===== src/rtl/mini_soc_pkg.sv =====
// mini_soc_pkg: shared constants, opcode encoding and ALU helper for the
// mini_soc_top microcontroller slice.
//   - width constants for fetch address, instruction, data and output port
//   - opcode_t: 4-bit instruction opcodes
//   - timer register indices and the CTRL enable bit position
//   - alu_calc: 8-bit modulo arithmetic/logic used by the CPU datapath
package mini_soc_pkg;

  localparam int PC_WIDTH   = 7;
  localparam int INS_WIDTH  = 16;
  localparam int DATA_WIDTH = 8;
  localparam int PORT_WIDTH = 4;

  typedef enum logic [3:0] {
    OP_NOP  = 4'h0,
    OP_LDI  = 4'h1,
    OP_MOV  = 4'h2,
    OP_ADD  = 4'h3,
    OP_SUB  = 4'h4,
    OP_AND  = 4'h5,
    OP_OR   = 4'h6,
    OP_XOR  = 4'h7,
    OP_OUT  = 4'h8,
    OP_STT  = 4'h9,
    OP_LDT  = 4'hA,
    OP_JMP  = 4'hB,
    OP_JZ   = 4'hC,
    OP_JNZ  = 4'hD,
    OP_ADDI = 4'hE,
    OP_HALT = 4'hF
  } opcode_t;

  localparam logic [1:0] TMR_COUNT  = 2'd0;
  localparam logic [1:0] TMR_STATUS = 2'd1;
  localparam logic [1:0] TMR_CTRL   = 2'd2;
  localparam logic [1:0] TMR_PERIOD = 2'd3;

  localparam int CTRL_EN_BIT = 7;

  // ADDI shares the adder with ADD; caller selects imm8 as operand b.
  function automatic logic [DATA_WIDTH-1:0] alu_calc(
    input opcode_t                 op,
    input logic [DATA_WIDTH-1:0]   a,
    input logic [DATA_WIDTH-1:0]   b
  );
    logic [DATA_WIDTH-1:0] res;
    res = '0;
    case (op)
      OP_ADD, OP_ADDI: res = a + b;
      OP_SUB:          res = a - b;
      OP_AND:          res = a & b;
      OP_OR:           res = a | b;
      OP_XOR:          res = a ^ b;
      default:         res = '0;
    endcase
    return res;
  endfunction

endpackage


===== src/rtl/soc_timer.sv =====
// soc_timer: four 8-bit memory-mapped timer registers tmr_reg[0:3].
//   [0] COUNT  (CPU read-only), [1] STATUS/scratch, [2] CTRL (bit7 enable),
//   [3] PERIOD.
// Ports:
//   clk    in   system clock
//   rst    in   asynchronous active-high reset
//   wr_en  in   CPU write strobe
//   addr   in   register index for write and read
//   wdata  in   write data
//   rdata  out  combinational read of tmr_reg[addr]
// Build option MINI_SOC_MATCH_FLAG_EN: STATUS bit0 becomes a sticky match
// flag (set on enabled match, cleared by any write, set wins); bits 7:1 read 0.
// Otherwise STATUS is a plain read/write scratch register.
module soc_timer
  import mini_soc_pkg::*;
(
  input  logic                  clk,
  input  logic                  rst,
  input  logic                  wr_en,
  input  logic [1:0]            addr,
  input  logic [DATA_WIDTH-1:0] wdata,
  output logic [DATA_WIDTH-1:0] rdata
);

  logic [DATA_WIDTH-1:0] tmr_reg [0:3];
  logic                  w_match;
  logic                  w_en;

  assign w_match = (tmr_reg[TMR_COUNT] == tmr_reg[TMR_PERIOD]);
  assign w_en    = tmr_reg[TMR_CTRL][CTRL_EN_BIT];
  assign rdata   = tmr_reg[addr];

  // Counting uses pre-edge CTRL/PERIOD, so a write on this edge only
  // affects counting from the next cycle.
  always_ff @(posedge clk or posedge rst) begin
    if (rst) begin
      tmr_reg <= '{default: '0};
    end else begin
      if (w_match) begin
        tmr_reg[TMR_COUNT] <= '0;
      end else if (w_en) begin
        tmr_reg[TMR_COUNT] <= tmr_reg[TMR_COUNT] + 1'b1;
      end

`ifdef MINI_SOC_MATCH_FLAG_EN
      if (w_match && w_en) begin
        tmr_reg[TMR_STATUS] <= 8'h01;
      end else if (wr_en && (addr == TMR_STATUS)) begin
        tmr_reg[TMR_STATUS] <= '0;
      end
`else
      if (wr_en && (addr == TMR_STATUS)) begin
        tmr_reg[TMR_STATUS] <= wdata;
      end
`endif

      if (wr_en && (addr == TMR_CTRL)) begin
        tmr_reg[TMR_CTRL] <= wdata;
      end
      if (wr_en && (addr == TMR_PERIOD)) begin
        tmr_reg[TMR_PERIOD] <= wdata;
      end
    end
  end

endmodule


===== src/rtl/mini_soc_top.sv =====
// mini_soc_top: 8-bit accumulator-style CPU with four registers, a
// memory-mapped timer (instance `timer`) and a 4-bit output port.
// Ports:
//   clk      in   system clock, all state on rising edge
//   rst      in   asynchronous active-high reset
//   ins_out  in   instruction word for the pc presented the previous cycle
//   pc       out  instruction fetch address (external 128 x 16 memory)
//   porta    out  general-purpose output port, written by OUT
// Build option MINI_SOC_MATCH_FLAG_EN is consumed by soc_timer.
module mini_soc_top
  import mini_soc_pkg::*;
#(
  parameter int PC_W   = PC_WIDTH,
  parameter int INS_W  = INS_WIDTH,
  parameter int DATA_W = DATA_WIDTH,
  parameter int PORT_W = PORT_WIDTH
) (
  input  logic              clk,
  input  logic              rst,
  input  logic [INS_W-1:0]  ins_out,
  output logic [PC_W-1:0]   pc,
  output logic [PORT_W-1:0] porta
);

  logic [PC_W-1:0]   r_pc;
  logic              r_valid;
  logic              r_halted;
  logic              r_z;
  logic [PORT_W-1:0] r_porta;
  logic [DATA_W-1:0] r_regs [0:3];

  opcode_t           w_op;
  logic [1:0]        w_rd;
  logic [1:0]        w_rs;
  logic [DATA_W-1:0] w_imm;
  logic [PC_W-1:0]   w_tgt;
  logic              w_exec;

  logic [DATA_W-1:0] w_result;
  logic              w_wr_rd;
  logic              w_upd_z;
  logic              w_jump;
  logic              w_halt;
  logic              w_out;
  logic              w_stt;
  logic [DATA_W-1:0] w_tmr_rdata;

  assign w_op   = opcode_t'(ins_out[15:12]);
  assign w_rd   = ins_out[11:10];
  assign w_rs   = ins_out[9:8];
  assign w_imm  = ins_out[7:0];
  assign w_tgt  = ins_out[PC_W-1:0];
  // Squashed or post-halt words behave as NOP.
  assign w_exec = r_valid && !r_halted;

  assign pc    = r_pc;
  assign porta = r_porta;

  soc_timer timer (
    .clk   (clk),
    .rst   (rst),
    .wr_en (w_stt),
    .addr  (w_rs),
    .wdata (r_regs[w_rd]),
    .rdata (w_tmr_rdata)
  );

  always_comb begin
    w_result = '0;
    w_wr_rd  = 1'b0;
    w_upd_z  = 1'b0;
    w_jump   = 1'b0;
    w_halt   = 1'b0;
    w_out    = 1'b0;
    w_stt    = 1'b0;
    if (w_exec) begin
      case (w_op)
        OP_LDI: begin
          w_result = w_imm;
          w_wr_rd  = 1'b1;
        end
        OP_MOV: begin
          w_result = r_regs[w_rs];
          w_wr_rd  = 1'b1;
        end
        OP_ADD, OP_SUB, OP_AND, OP_OR, OP_XOR: begin
          w_result = alu_calc(w_op, r_regs[w_rd], r_regs[w_rs]);
          w_wr_rd  = 1'b1;
          w_upd_z  = 1'b1;
        end
        OP_ADDI: begin
          w_result = alu_calc(w_op, r_regs[w_rd], w_imm);
          w_wr_rd  = 1'b1;
          w_upd_z  = 1'b1;
        end
        OP_LDT: begin
          w_result = w_tmr_rdata;
          w_wr_rd  = 1'b1;
          w_upd_z  = 1'b1;
        end
        OP_OUT:  w_out  = 1'b1;
        OP_STT:  w_stt  = 1'b1;
        OP_JMP:  w_jump = 1'b1;
        OP_JZ:   w_jump = r_z;
        OP_JNZ:  w_jump = !r_z;
        OP_HALT: w_halt = 1'b1;
        default: ;
      endcase
    end
  end

  always_ff @(posedge clk or posedge rst) begin
    if (rst) begin
      r_pc     <= '0;
      r_valid  <= 1'b0;
      r_halted <= 1'b0;
      r_z      <= 1'b0;
      r_porta  <= '0;
      r_regs   <= '{default: '0};
    end else begin
      // pc freezes on the HALT edge itself, so it holds the address after HALT.
      if (!(r_halted || w_halt)) begin
        r_pc <= w_jump ? w_tgt : r_pc + 1'b1;
      end
      // The word arriving after a taken jump was fetched sequentially.
      r_valid  <= !w_jump;
      r_halted <= r_halted | w_halt;
      if (w_wr_rd) begin
        r_regs[w_rd] <= w_result;
      end
      if (w_upd_z) begin
        r_z <= (w_result == '0);
      end
      if (w_out) begin
        r_porta <= r_regs[w_rs][PORT_W-1:0];
      end
    end
  end

endmodule


===== config.mk =====
export PLATFORM = sky130hd
export DESIGN_NAME = mini_soc_top
export DESIGN_NICKNAME = d
export VERILOG_FILES = /design/src/rtl/mini_soc_pkg.sv /design/src/rtl/soc_timer.sv /design/src/rtl/mini_soc_top.sv
export SDC_FILE = /design/constraint.sdc
export NUM_CORES = 1
export LEC_CHECK = 0
export CAP_MARGIN = 40
export CORE_MARGIN = 3
export CORE_UTILIZATION = 30
export DETAILED_ROUTE_END_ITERATION = 8
export PLACE_DENSITY_LB_ADDON = 0.05
export SYNTH_ARGS = -nofsm -noshare
export SYNTH_HDL_FRONTEND = slang
export SYNTH_SLANG_ARGS = --single-unit
export TNS_END_PERCENT = 10

===== constraint.sdc =====
create_clock -name clk -period 10.16 [get_ports clk]
set_input_delay 2.032 -clock clk [delete_from_list [all_inputs] [get_ports clk]]
set_output_delay 2.032 -clock clk [all_outputs]
set_load 0.02 [all_outputs]

# Word level (Yosys, flattened, before mapping)
# Cells that the tools add are included.
# word_totals
register_bits	78
inputBits	18
out_inout_bits	11
word_cells	96
# op_classes
addsub	6
magnitude_cmp	3
n_eq_ne	19
n_mux	31
n_bitwise	9
reduce_logical	15
# op_table
operator	count
$pmux W8 S5	3
$mux W8	10
$bmux W8 S2	3
$bwmux W32	1
$eq A4 B4 Y1 const B	8
$add A8 B8 Y8	2
$and A8 B8 Y8	2
$demux W8 S2	1
$eq A4 B3 Y1 const B	4
$or A8 B8 Y8	2
$sub A8 B8 Y8	2
$xor A8 B8 Y8	2
$mux W1	11
$reduce_or A9 Y1	1
$add A8 B1 Y8 const B	1
$eq A4 B2 Y1 const B	2
$eq A8 B8 Y1	1
$logic_not A8 Y1	1
$add A7 B1 Y7 const B	1
$mux W7	1
$reduce_or A7 Y1	1
$ge A3 B3 Y1 const B	2
$not A2 Y3	2
$logic_and A1 B1 Y1	5
11 further kinds	14

# Depth between registers and ports, before layout
# depth
depth_word	9
mapped_depth	15
mapped_depth_nobuf	14

# Modules after synthesis
# Synthesis repeated with hierarchy kept, for this count alone.
# unflattened
hier_cells	584
hier_area_um2	5725.5
# by_module_without_submodules
mod	n_inst	cells_per_inst	area_each_um2	seq_area_each_um2
mini_soc_top	1	475	4112.7	1151.1
soc_timer	1	109	1612.8	800.8

# Worst setup path before layout
# No wires, ideal clock.
# synth_timing
kind	in2reg
from	input ins_out[8]
to	register r_z
arrival_ns	5.309
t_required_ns	10.056
setup_slack_ns	4.748
stages	13
path_cell_list	buf_6 mux4_1 inv_1 ha_1 mux2_2 fa_1 nand2b_1 a21oi_1 xor2_1 a21oi_1 a31oi_1 or4_1 o41ai_2
# synth_between
elab_chain_cells	9
elab_cells_between_ends	16
classes_between	add/sub (2); mux (9); bitwise (4); reduce/logical (1)
# synth_rtl
item	line	source
from (decl)	mini_soc_top.sv:20	input logic [INS_W-1:0] ins_out,
$not A2 Y3 (implied by the code) *	soc_timer.sv:31, mini_soc_top.sv:83, mini_soc_top.sv:87	
$bmux W8 S2	mini_soc_top.sv:83, mini_soc_top.sv:87	
$mux W8 (2 in series)	n/a	
$sub A8 B8 Y8, or another cell as far along	mini_soc_pkg.sv:50	OP_SUB: res = a - b;
$pmux W8 S5	mini_soc_pkg.sv:48	case (op)
$pmux W8 S5 *	mini_soc_top.sv:77	case (w_op)
$mux W8 *	mini_soc_top.sv:76	if (w_exec) begin
$logic_not A8 Y1 *	mini_soc_top.sv:132	r_z <= (w_result == '0);
to (signal assigned)	mini_soc_top.sv:132	
to (decl)	mini_soc_top.sv:28	logic r_z;
# Every way passes the cells marked *; elsewhere a longest branch is shown, timed or not. The select of a mux whose other input is x is not followed.
# A chain may end at the register's enable or synchronous reset.

# Worst setup path in the final report
# layout_timing
from	input ins_out[8]
to	register r_regs[30] in the netlist's numbering
# layout_between
elab_chain_cells	9
elab_cells_between_ends	16
classes_between	add/sub (2); mux (10); bitwise (4)
# layout_rtl
item	line	source
$not A2 Y3 (implied by the code) *	soc_timer.sv:31, mini_soc_top.sv:83, mini_soc_top.sv:87	
$bmux W8 S2	mini_soc_top.sv:83, mini_soc_top.sv:87	
$mux W8 (2 in series)	n/a	
$sub A8 B8 Y8, or another cell as far along	mini_soc_pkg.sv:50	
$pmux W8 S5	mini_soc_pkg.sv:48	
$pmux W8 S5 *	mini_soc_top.sv:77	
$mux W8 *	mini_soc_top.sv:76	
$bwmux W32 *	mini_soc_top.sv:129	r_regs[w_rd] <= w_result;
to (signal, indexed assignment)	mini_soc_top.sv:129	
to (decl)	mini_soc_top.sv:30	logic [DATA_W-1:0] r_regs [0:3];
# Marks and branches as above.

==> flow_metrics.tcl <==
set metrics [dict create \
    status "completed" \
    criticalPathCategory "in2reg" \
    slew_headroom 0.4817 \
    grt_pass1_wl_um 26100 \
    post_drt_wl_per_cell_um 19.64 \
    tns_ns 0 \
    port-buffer-count 28 \
    tightest_slew_ns 0.7751 \
    hold_viol 0 \
    startpoint_type "input port" \
    num_rows 49 \
    fin_nets 650 \
    first_pass_iters 5 \
    fin_crit_sh 0.6044 \
    synth.distinct_cells 55 \
    worstPathMaxFanout 19 \
    hpwl_um 12540 \
    die_h_um 142.0 \
    cts_tree "done" \
    diodes 0 \
    hold_ws_ns 0.4731 \
    ys_ff_latch 78 \
    cts.sinks 78 \
    syn_avg_cell_area_sq_um 9.716 \
    cp_data_required_time_ns 10.39 \
    layout-drive-gt1-share 0.1383 \
    post_cts_buffers 0 \
    drv_slew 0 \
    utilization 0.3530 \
    yosysSeqAreaShare 0.3518 \
    insertion_delay_ns 0.35 \
    hold_path_class "reg2reg" \
    fin_skew_ns 0.01173 \
    yosys_warnings 0 \
    ctsHoldBuffers 0 \
    power_leakage_uw 0.002645 \
    p_per_area_nw_per_um2 157.6 \
    grt_use_total 0.1697 \
    final_antenna_net_count 0 \
    root_buffer "clkbuf_16" \
    h-tree-depth 3 \
    cp-startpoint "ins_out[8]" \
    finalWirelength_um 16280 \
    r2r-start "r_regs[16]$_DFFE_PP0P_" \
    ff2ff_path_depth 13 \
    drt-initial-drc-count 276 \
    place_congestion 0.8846 \
    setup.worst_path.end "r_regs[30]$_DFFE_PP0P_" \
    endpoint_kind "flop" \
    antenna_found_initial 0 \
    async_flop_share 1.000 \
    grt_max_degree 47 \
    rsz0062_at_grt "no" \
    pre_cts_ws_ns 3.659 \
    drc 0 \
    dieArea_sq_um 20160 \
    cts_buffers 9 \
    setup_viol_count_final 0 \
    max_cap_viol_count 0 \
    syn_nets 626 \
    core-area_sq_um 18090 \
    fmax_mhz 162.9 \
    regToRegSetupSlack_ns 6.18 \
    clk_pin_slew_ns 0.06 \
    viasPerCell 5.311 \
    num-fill-cells 1831 \
    synth_edf_count 0 \
    cts_buffer_depth 2 \
    finalPower_uw 1006 \
    min_period_ns 6.141 \
    die_w_um 142.0 \
    synthFlopType "dfrtp_1" \
    netlist_area_sq_um 5548 \
    ioPinCount 29 \
    grt-ovfl-total 0 \
    grt_pass1_vias 4513 \
    start_util 0.3067 \
    vias 4403 \
    synthCells 571 \
    cts_resized 0 \
    area_delta_synth_final_pct 15.07 \
    worst_r2r_endpoint "r_regs[30]$_DFFE_PP0P_" \
    ir_drop_mv 0.08791 \
    worst_slack_ns 4.019 \
    critPathArrivalTime_ns 6.37 \
]
==> where the power goes <==
group          internal, uW  total (uW)  switching (uW)
clock network           173         310             136
registers               341         374            33.6
logic                   149         322             173
total                   663        1010             343
==> cells in the mapped netlist (12+ instances only) <==
cell      instances  area [sq um]
xnor2_1          30         262.8
mux2_2           30         337.8
mux4_2           19         427.9
a21oi_1          32         160.2
a22oi_1          12         90.09
inv_1            31         116.4
o21ai_0          47         235.2
ha_1             35         437.9
clkbuf_1         18         67.56
dfrtp_1          78          1952
nand3_1          18         90.09
nor2_1           44         165.2
nand2_1          59         221.5
==> worst max-delay path: stages <==
cell and delay [ns]:
clkdlybuf4s50_1 0.45, buf_4 0.31, mux4_1 0.72, inv_1 0.15, ha_1 0.23, mux2_2 0.28
fa_1 0.42, nand2b_1 0.16, a21oi_1 0.21, a31oi_1 0.13, xor2_1 0.15, o22ai_1 0.10
a221oi_1 0.55, nor2_1 0.15, mux2_2 0.30
==> cells by family after synthesis <==
family / after synthesis / synth area share
multiplexers: 58 / 0.1660
AO/OA/AOI/OAI: 127 / 0.1380
XOR/XNOR: 38 / 0.06247
AND/OR/NAND/NOR: 175 / 0.1527
flip-flops: 78 / 0.3518
buffers and inverters: 58 / 0.04285
adder cells (fa/ha/maj): 37 / 0.08615
==> worst min-delay path by stage <==
stage	end	start	cells past startpoint
2_1_floorplan	timer.tmr_reg[16]$_DFFE_PP0P_	timer.tmr_reg[16]$_DFFE_PP0P_	2
3_3_place_gp	timer.tmr_reg[10]$_DFFE_PP0P_	timer.tmr_reg[10]$_DFFE_PP0P_	2
3_5_place_dp	timer.tmr_reg[17]$_DFFE_PP0P_	timer.tmr_reg[17]$_DFFE_PP0P_	2
4_1_cts	timer.tmr_reg[17]$_DFFE_PP0P_	timer.tmr_reg[17]$_DFFE_PP0P_	2
5_1_grt	timer.tmr_reg[17]$_DFFE_PP0P_	timer.tmr_reg[17]$_DFFE_PP0P_	2
6_report	timer.tmr_reg[17]$_DFFE_PP0P_	timer.tmr_reg[17]$_DFFE_PP0P_	2
==> per-layer routing <==
| layer | vias up | GRT usage | wire length (um) |
|---|---|---|---|
| met5 | - | 0 | 0 |
| met4 | 0 | 0.05556 | 338 |
| met3 | 22 | 0.03730 | 661 |
| met2 | 89 | 0.2793 | 7820 |
| met1 | 2194 | 0.2226 | 7462 |
| li1 | 2098 | - | - |
==> area by class of cell <==
| class | count | area, sq um | share of cell area |
|---|---|---|---|
| clock inverter | 4 | 31.28 | 0.004900 |
| timing repair buffer | 39 | 387.9 | 0.06076 |
| sequential | 78 | 1952 | 0.3058 |
| multi-input combinational | 435 | 3358 | 0.5261 |
| inverter | 32 | 121.4 | 0.01901 |
| tap | 229 | 286.5 | 0.04488 |
| clock buffer | 12 | 246.5 | 0.03861 |
==> cells in the final DEF, fill, tap and decap left out, drive strengths merged, types with 3 or more instances in the layout <==
cell and n:
clkinvlp 3, o21ai 47, xnor2 30, and2 5, clkbuf 12, clkdlybuf4s50 28, a21o 3, nor3 11
xor2 7, mux4 23, nand3 18, nand2b 11, buf 11, a21oi 33, and3 3, nor2 44
o31ai 3, mux2 30, o22ai 4, o2111ai 3, ha 35, a31oi 9, nor2b 4, mux2i 5
a22oi 12, nand3b 4, nand2 59, nand4 5, inv 31, or2 3, dfrtp 78
==> stage by stage <==
stage	std cells	instance area (sq um)
final	829	6384
after global routing	829	6384
after CTS	829	6384
after detailed placement	813	6106
after global placement	806	6028
after floorplan	571	5548
Power figures use the tool's default switching activity.
==> variant 1, RTL diff (same flow settings) <==
The option `MINI_SOC_MATCH_FLAG_EN` is turned on by a define.
--- a/src/rtl/soc_timer.sv
+++ b/src/rtl/soc_timer.sv
@@ -11,6 +11,8 @@
 // Build option MINI_SOC_MATCH_FLAG_EN: STATUS bit0 becomes a sticky match
 // flag (set on enabled match, cleared by any write, set wins); bits 7:1 read 0.
 // Otherwise STATUS is a plain read/write scratch register.
+`define MINI_SOC_MATCH_FLAG_EN
+
 module soc_timer
   import mini_soc_pkg::*;
 (
Behaviour: same outputs for any inputs over 4 cycles, from zero or initial values and one cycle with rst high; that may be too few to reach the edited logic, so the function may still have changed.
==> variant 1 against the original RTL <==
Final area decreased by 3.0%; maximum frequency decreased by 3.5%; combinational power increased by 20%; register-to-register slack improved by 0.10 ns; first-iteration DRC count increased by 13%; sequential cell count decreased by 7; synthesized area decreased by 3.5%; count of clock-buffer cells in the layout decreased by 3; wire length increased by 2.7%; non-clock buffer count decreased by 2; hold slack improved by 0.0074 ns; power increased by 8.9%; global-route usage increased by 0.60 points; worst setup slack got worse by 0.22 ns.
==> variant 1: results (changes against the original RTL) <==
Synth
  • Ys Warns: 0 (unchanged)
  • Synth top cells by count: 71 x dfrtp_1, 68 x nand2_1, 53 x o21ai_0, 40 x nor2_1, 36 x inv_1 (was 78 x dfrtp_1, 59 x nand2_1, 47 x o21ai_0, 44 x nor2_1, 35 x ha_1)
  • Ranking of synthesized cells by area: dfrtp_1 33%, ha_1 8.2%, mux4_2 7.1% (was dfrtp_1 35%, ha_1 7.9%, mux4_2 7.7%)
  • Mapped Nets: 641 (was 626)
  • Top FF cell, synth: dfrtp_1 (unchanged)
  • Ys async rst share: 100% (unchanged)
  • Synth cell types: 59 (was 55)
  • Seq/Total Area, Yosys: 33.2% (was 35.2%)

Layout
  • Ant. Diodes: 0 (unchanged)
  • Max FFs per register: 32
  • Nets: 658 (was 650)
  • Layout cells sized above 1: 11.0% (was 13.8%)

Clock tree
  • Root Driver: clkbuf_16 (unchanged)
  • Clock transition at path regs: 0.06 ns (about the same)
  • PostCTS Resize Cnt: 0 (unchanged)
  • CTS HTree Levels: 3 (unchanged)
  • Max clock buf depth: 2 (unchanged)
  • Cts bufs inserted: 9 (unchanged)
  • Post-CTS setup buffer count: 0 (unchanged)
  • Clk_lat worst skew: 0.35 ns (about the same)

Route
  • Via Count: 4438 (was 4403)
  • Wire per inst: 20.1 um (was 19.6 um)
  • Initial DRC Count: 311 (was 276)
  • Drt pass-1 iters: 5 (unchanged)

Power
  • Leak Pwr: 2.53 nW (was 2.65 nW)
  • NetSw: 0.389 mW (was 0.343 mW)
  • Peak supply drop: 0.0877 mV (was 0.0879 mV)

STA
  • Clk_skew: 0.00992 ns (was 0.0117 ns)
  • Rel. slew slack: 43.9% (was 48.2%)

Worst hold path
  • Hold path depth: 2 (unchanged)
  • HP Class: flip-flop to flip-flop (unchanged)

Placed design
  • Detailed placement HPWL: 12700 um (was 12500 um)
  • Port buffer count: 28 (unchanged)
  • Routability cong.: 0.872 (was 0.885)

GRT
  • First-pass GRT wire length: 26300 um (was 26100 um)
  • Initial antenna violation count: 0 (unchanged)
  • GRT Total Usage: 17.6% (was 17.0%)
  • Largest net degree at the start of global routing: 49 (was 47)
  • Vias in the first global route: 4325 (was 4513)

Setup path
  • Slowest cell delay on critical path: 1.00 ns (was 0.72 ns)
  • Top Family by Delay on Critical Path: simple AND/OR/NAND/NOR gates (was multiplexers)
  • Crit Path Max Fanout: 23 (was 19)
  • R2R cell count: 14 (was 13)
  • CP max-delay cell: clkdlybuf4s50_1 (was mux4_1)

Status
  • Status: finished, final reports clean (unchanged)
[variant 1: cell types whose count changed in the layout (fill, tap and decap cells not counted), moves of 5 or more]
cell	change
a21oi_1	-8
dfrtp_1	-7
inv_1	+5
mux2_2	-18
mux2i_1	+9
nand2_1	+9
nor3_1	+6
o21a_1	+5
o21ai_0	+6
[variant 1: worst paths after layout]
| check | startpoint | end | slack [ns] |
|---|---|---|---|
| worst max-delay path | ins_out[14] | r_z | 3.79 |
| worst min-delay path | porta[2] | porta[2] | 0.48 |
| worst max register to register | r_regs[0] | r_z | 6.28 |
| worst min register to register | porta[2] | porta[2] | 0.48 |
| max in group asynchronous | rst | r_valid | 7.55 |
| min in group asynchronous | rst | r_regs[11] | 2.05 |
[variant 1: metrics by stage]
stage | hold slack (ns) | utilization, % | cells | area, um2 | setup slack (ns)
5_1_grt | 0.518 | 35.7 | 833 | 6190 | 3.38
6_report | 0.481 | 35.7 | 833 | 6190 | 3.79
3_5_place_dp | 0.471 | 33.8 | 817 | 5870 | 3.55
2_1_floorplan | 0.445 | - | 586 | 5360 | 5.01
3_3_place_gp | 0.468 | 33.5 | 813 | 5820 | 3.45
4_1_cts | 0.485 | 35.7 | 833 | 6190 | 3.89
[variant 1: area by class of cell]
type | count | area (um2)
fillers | 1788 | 11200
multi-input cells | 447 | 3300
flip-flops and latches | 71 | 1780
repair buffers | 37 | 373
well taps | 225 | 282
clock buffers | 9 | 225
inverters | 37 | 139
clock inverters | 7 | 95.1
[variant 1: tightest hold or removal path: stages (launching register included)]
cell and delay [ns]:
dfrtp_1 0.34, nand2_1 0.04, o21ai_0 0.06
[variant 1: layer usage]
| metal | part of all wire [%] | global-route usage [%] | wire length, um |
|---|---|---|---|
| met1 | 48 | 25.1 | 8100 |
| met3 | 3.2 | 2.92 | 535 |
| met5 | 0 | 0 | 0 |
| met2 | 47 | 27.7 | 7810 |
| met4 | 1.6 | 4.79 | 273 |
[variant 1: cell families after synthesis]
family          after synthesis  share of synthesized area, %
mux                          45                          12.9
simple gates                184                          16.5
compound gates              142                          16.9
fa+ha+maj                    37                          8.93
flops                        71                          33.2
xor+xnor                     39                          6.52
buf+inv                      68                          5.16
[variant 1: power by group through the flow]
stage / clock network (mW) / registers [mW] / logic [mW]
floorplan: 0 / 0.366 / 0.253
global placement: 0 / 0.358 / 0.384
detailed placement: 0 / 0.358 / 0.386
CTS: 0.364 / 0.353 / 0.388
global route: 0.378 / 0.359 / 0.426
finish: 0.356 / 0.353 / 0.387
==> variant 2, RTL diff (config.mk and constraints unchanged) <==
Made on the original files. Register the output `pc` once more, without a reset; this adds one clock of latency there. The other outputs are not delayed to match. Comments in the files are not updated.
--- a/src/rtl/mini_soc_top.sv
+++ b/src/rtl/mini_soc_top.sv
@@ -53,7 +53,9 @@
   // Squashed or post-halt words behave as NOP.
   assign w_exec = r_valid && !r_halted;
 
-  assign pc    = r_pc;
+  always_ff @(posedge clk) begin
+    pc <= r_pc;
+  end
   assign porta = r_porta;
 
   soc_timer timer (
Behaviour: not the same (Yosys sat finds a counterexample within 4 cycles, from zero or initial values and one cycle with rst high).
==> variant 2 against the original RTL <==
Combinational power rose by 23%; worst setup slack better by 0.18 ns; synthesized cell count increased by 1.8%; wire length grew 6.4%; sequential cell count rose by 7; synthesized area is 2.9% higher; largest cell class unchanged; maximum frequency up 3.0%; critical path depth rose by 1; core utilization up 0.58 points; count of clock-buffer cells in the layout decreased by 1; cell count increased by 1.4%; final area rose by 3.0%; power rose by 18%.
==> variant 2: results (changes against the original RTL) <==
Synth
  • Seq cells post-synth: 85 (was 78)
  • Ranking of synthesized cells by area: dfrtp_1 34%, mux4_2 9.1%, ha_1 7.7% (was dfrtp_1 35%, ha_1 7.9%, mux4_2 7.7%)
  • Compound-Gate Fraction of Synth Area: 14.6% (was 13.8%)
  • Synth cell types: 65 (was 55)
  • Mapped Nets: 636 (was 626)
  • Avg Cell Area, Syn: 9.82 um2 (was 9.72 um2)
  • Xor and xnor area share after synthesis: 5.96% (was 6.25%)
  • Seq/Total Area, Yosys: 36.7% (was 35.2%)
  • Synth top cells by count: 78 x dfrtp_1, 54 x nand2_1, 47 x o21ai_0, 44 x nor2_1, 35 x ha_1 (was 78 x dfrtp_1, 59 x nand2_1, 47 x o21ai_0, 44 x nor2_1, 35 x ha_1)
  • Ys async rst share: 91.8% (was 100%)

Power
  • Peak supply drop: 0.0870 mV (was 0.0879 mV)
  • Leak Pwr: 2.71 nW (was 2.65 nW)

Layout
  • Buffering overhead: 5.67% (was 6.08%)
  • Nets: 662 (was 650)
  • Final std cells w/o fill: 841 (was 829)
  • Clock-cell share of area: 4.81% (was 4.35%)
  • Signal buffers: 41 (was 39)
  • Layout cells sized above 1: 14.1% (was 13.8%)
  • Sequential cell area share: 31.8% (was 30.6%)
  • Fillers: 1871 (was 1831)
  • Clock buffers: 11 (was 12)

Status
  • Status: finished, final reports clean (unchanged)

GRT
  • Vias in the first global route: 4440 (was 4513)
  • Largest net degree at the start of global routing: 53 (was 47)
  • First-pass GRT wire length: 27200 um (was 26100 um)

Setup path
  • Signal arrival time at the worst endpoint: 6.20 ns (was 6.37 ns)
  • CP max-delay cell: mux4_2 (was mux4_1)
  • Top Family by Delay on Critical Path: compound AO/OA/AOI/OAI gates (was multiplexers)
  • Slowest cell delay on critical path: 0.62 ns (was 0.72 ns)

STA
  • Clk_skew: 0.0101 ns (was 0.0117 ns)

Route
  • Initial DRC Count: 345 (was 276)
  • Via Count: 4533 (was 4403)
  • Wire per inst: 20.6 um (was 19.6 um)
  • ANT nets after route: 0 (unchanged)

Placed design
  • Placed Instance Area: 6260 um2 (was 6110 um2)
  • Detailed placement HPWL: 13100 um (was 12500 um)
  • Dpl cells: 825 (was 813)
  • Routability cong.: 0.858 (was 0.885)

Floorplan
  • Die width: 144 um (was 142 um)
==> variant 2: worst register-to-register path, stage by stage, from the launching register on <==
cell and delay [ns]:
dfrtp_1 0.44, mux4_2 0.55, inv_1 0.15, ha_1 0.24, nand2_1 0.05, o21ai_0 0.15
fa_1 0.44, nand2b_1 0.17, a21oi_1 0.22, a31oi_1 0.14, xor2_1 0.14, o22ai_1 0.10
a221oi_1 0.50, nor2_1 0.13, mux2_2 0.29
==> variant 2: per-layer routing <==
metal | GRT usage, % | share of wire (%) | vias to the layer above
met5 | 0 | 0 | -
met4 | 5.75 | 2.2 | 0
met3 | 3.29 | 4.6 | 18
met2 | 26.1 | 44 | 106
met1 | 25.7 | 49 | 2263
li1 | - | - | 2146
==> variant 2: power by group through the flow <==
stage	Clock, mW	Sequential (mW)	Combinational (mW)
2_1_floorplan	0	0.442	0.270
3_3_place_gp	0	0.435	0.393
3_5_place_dp	0	0.437	0.396
4_1_cts	0.372	0.430	0.398
5_1_grt	0.381	0.437	0.442
6_report	0.361	0.430	0.396
==> variant 2: metrics by stage <==
stage / utilization (%) / setup slack, ns / hold WS, ns
floorplan: - / 5.02 / 0.368
global route: 35.9 / 3.91 / 0.423
global placement: 33.9 / 3.81 / 0.380
CTS: 35.9 / 4.21 / 0.399
detailed placement: 34.1 / 3.84 / 0.396
finish: 35.9 / 4.20 / 0.399
==> variant 2: path summary, 6_finish.rpt <==
path / from / end / slack (ns) / cells after the start
max in group asynchronous: rst / r_halted / 7.07 / 3
worst max register to register: r_regs[9] / r_regs[30] / 6.33 / 14
worst min-delay path: r_pc[6] / pc[6] / 0.40 / 0
worst max-delay path: ins_out[8] / r_regs[30] / 4.20 / 16
worst min register to register: r_pc[6] / pc[6] / 0.40 / 0
min in group asynchronous: rst / r_regs[20] / 2.02 / 2
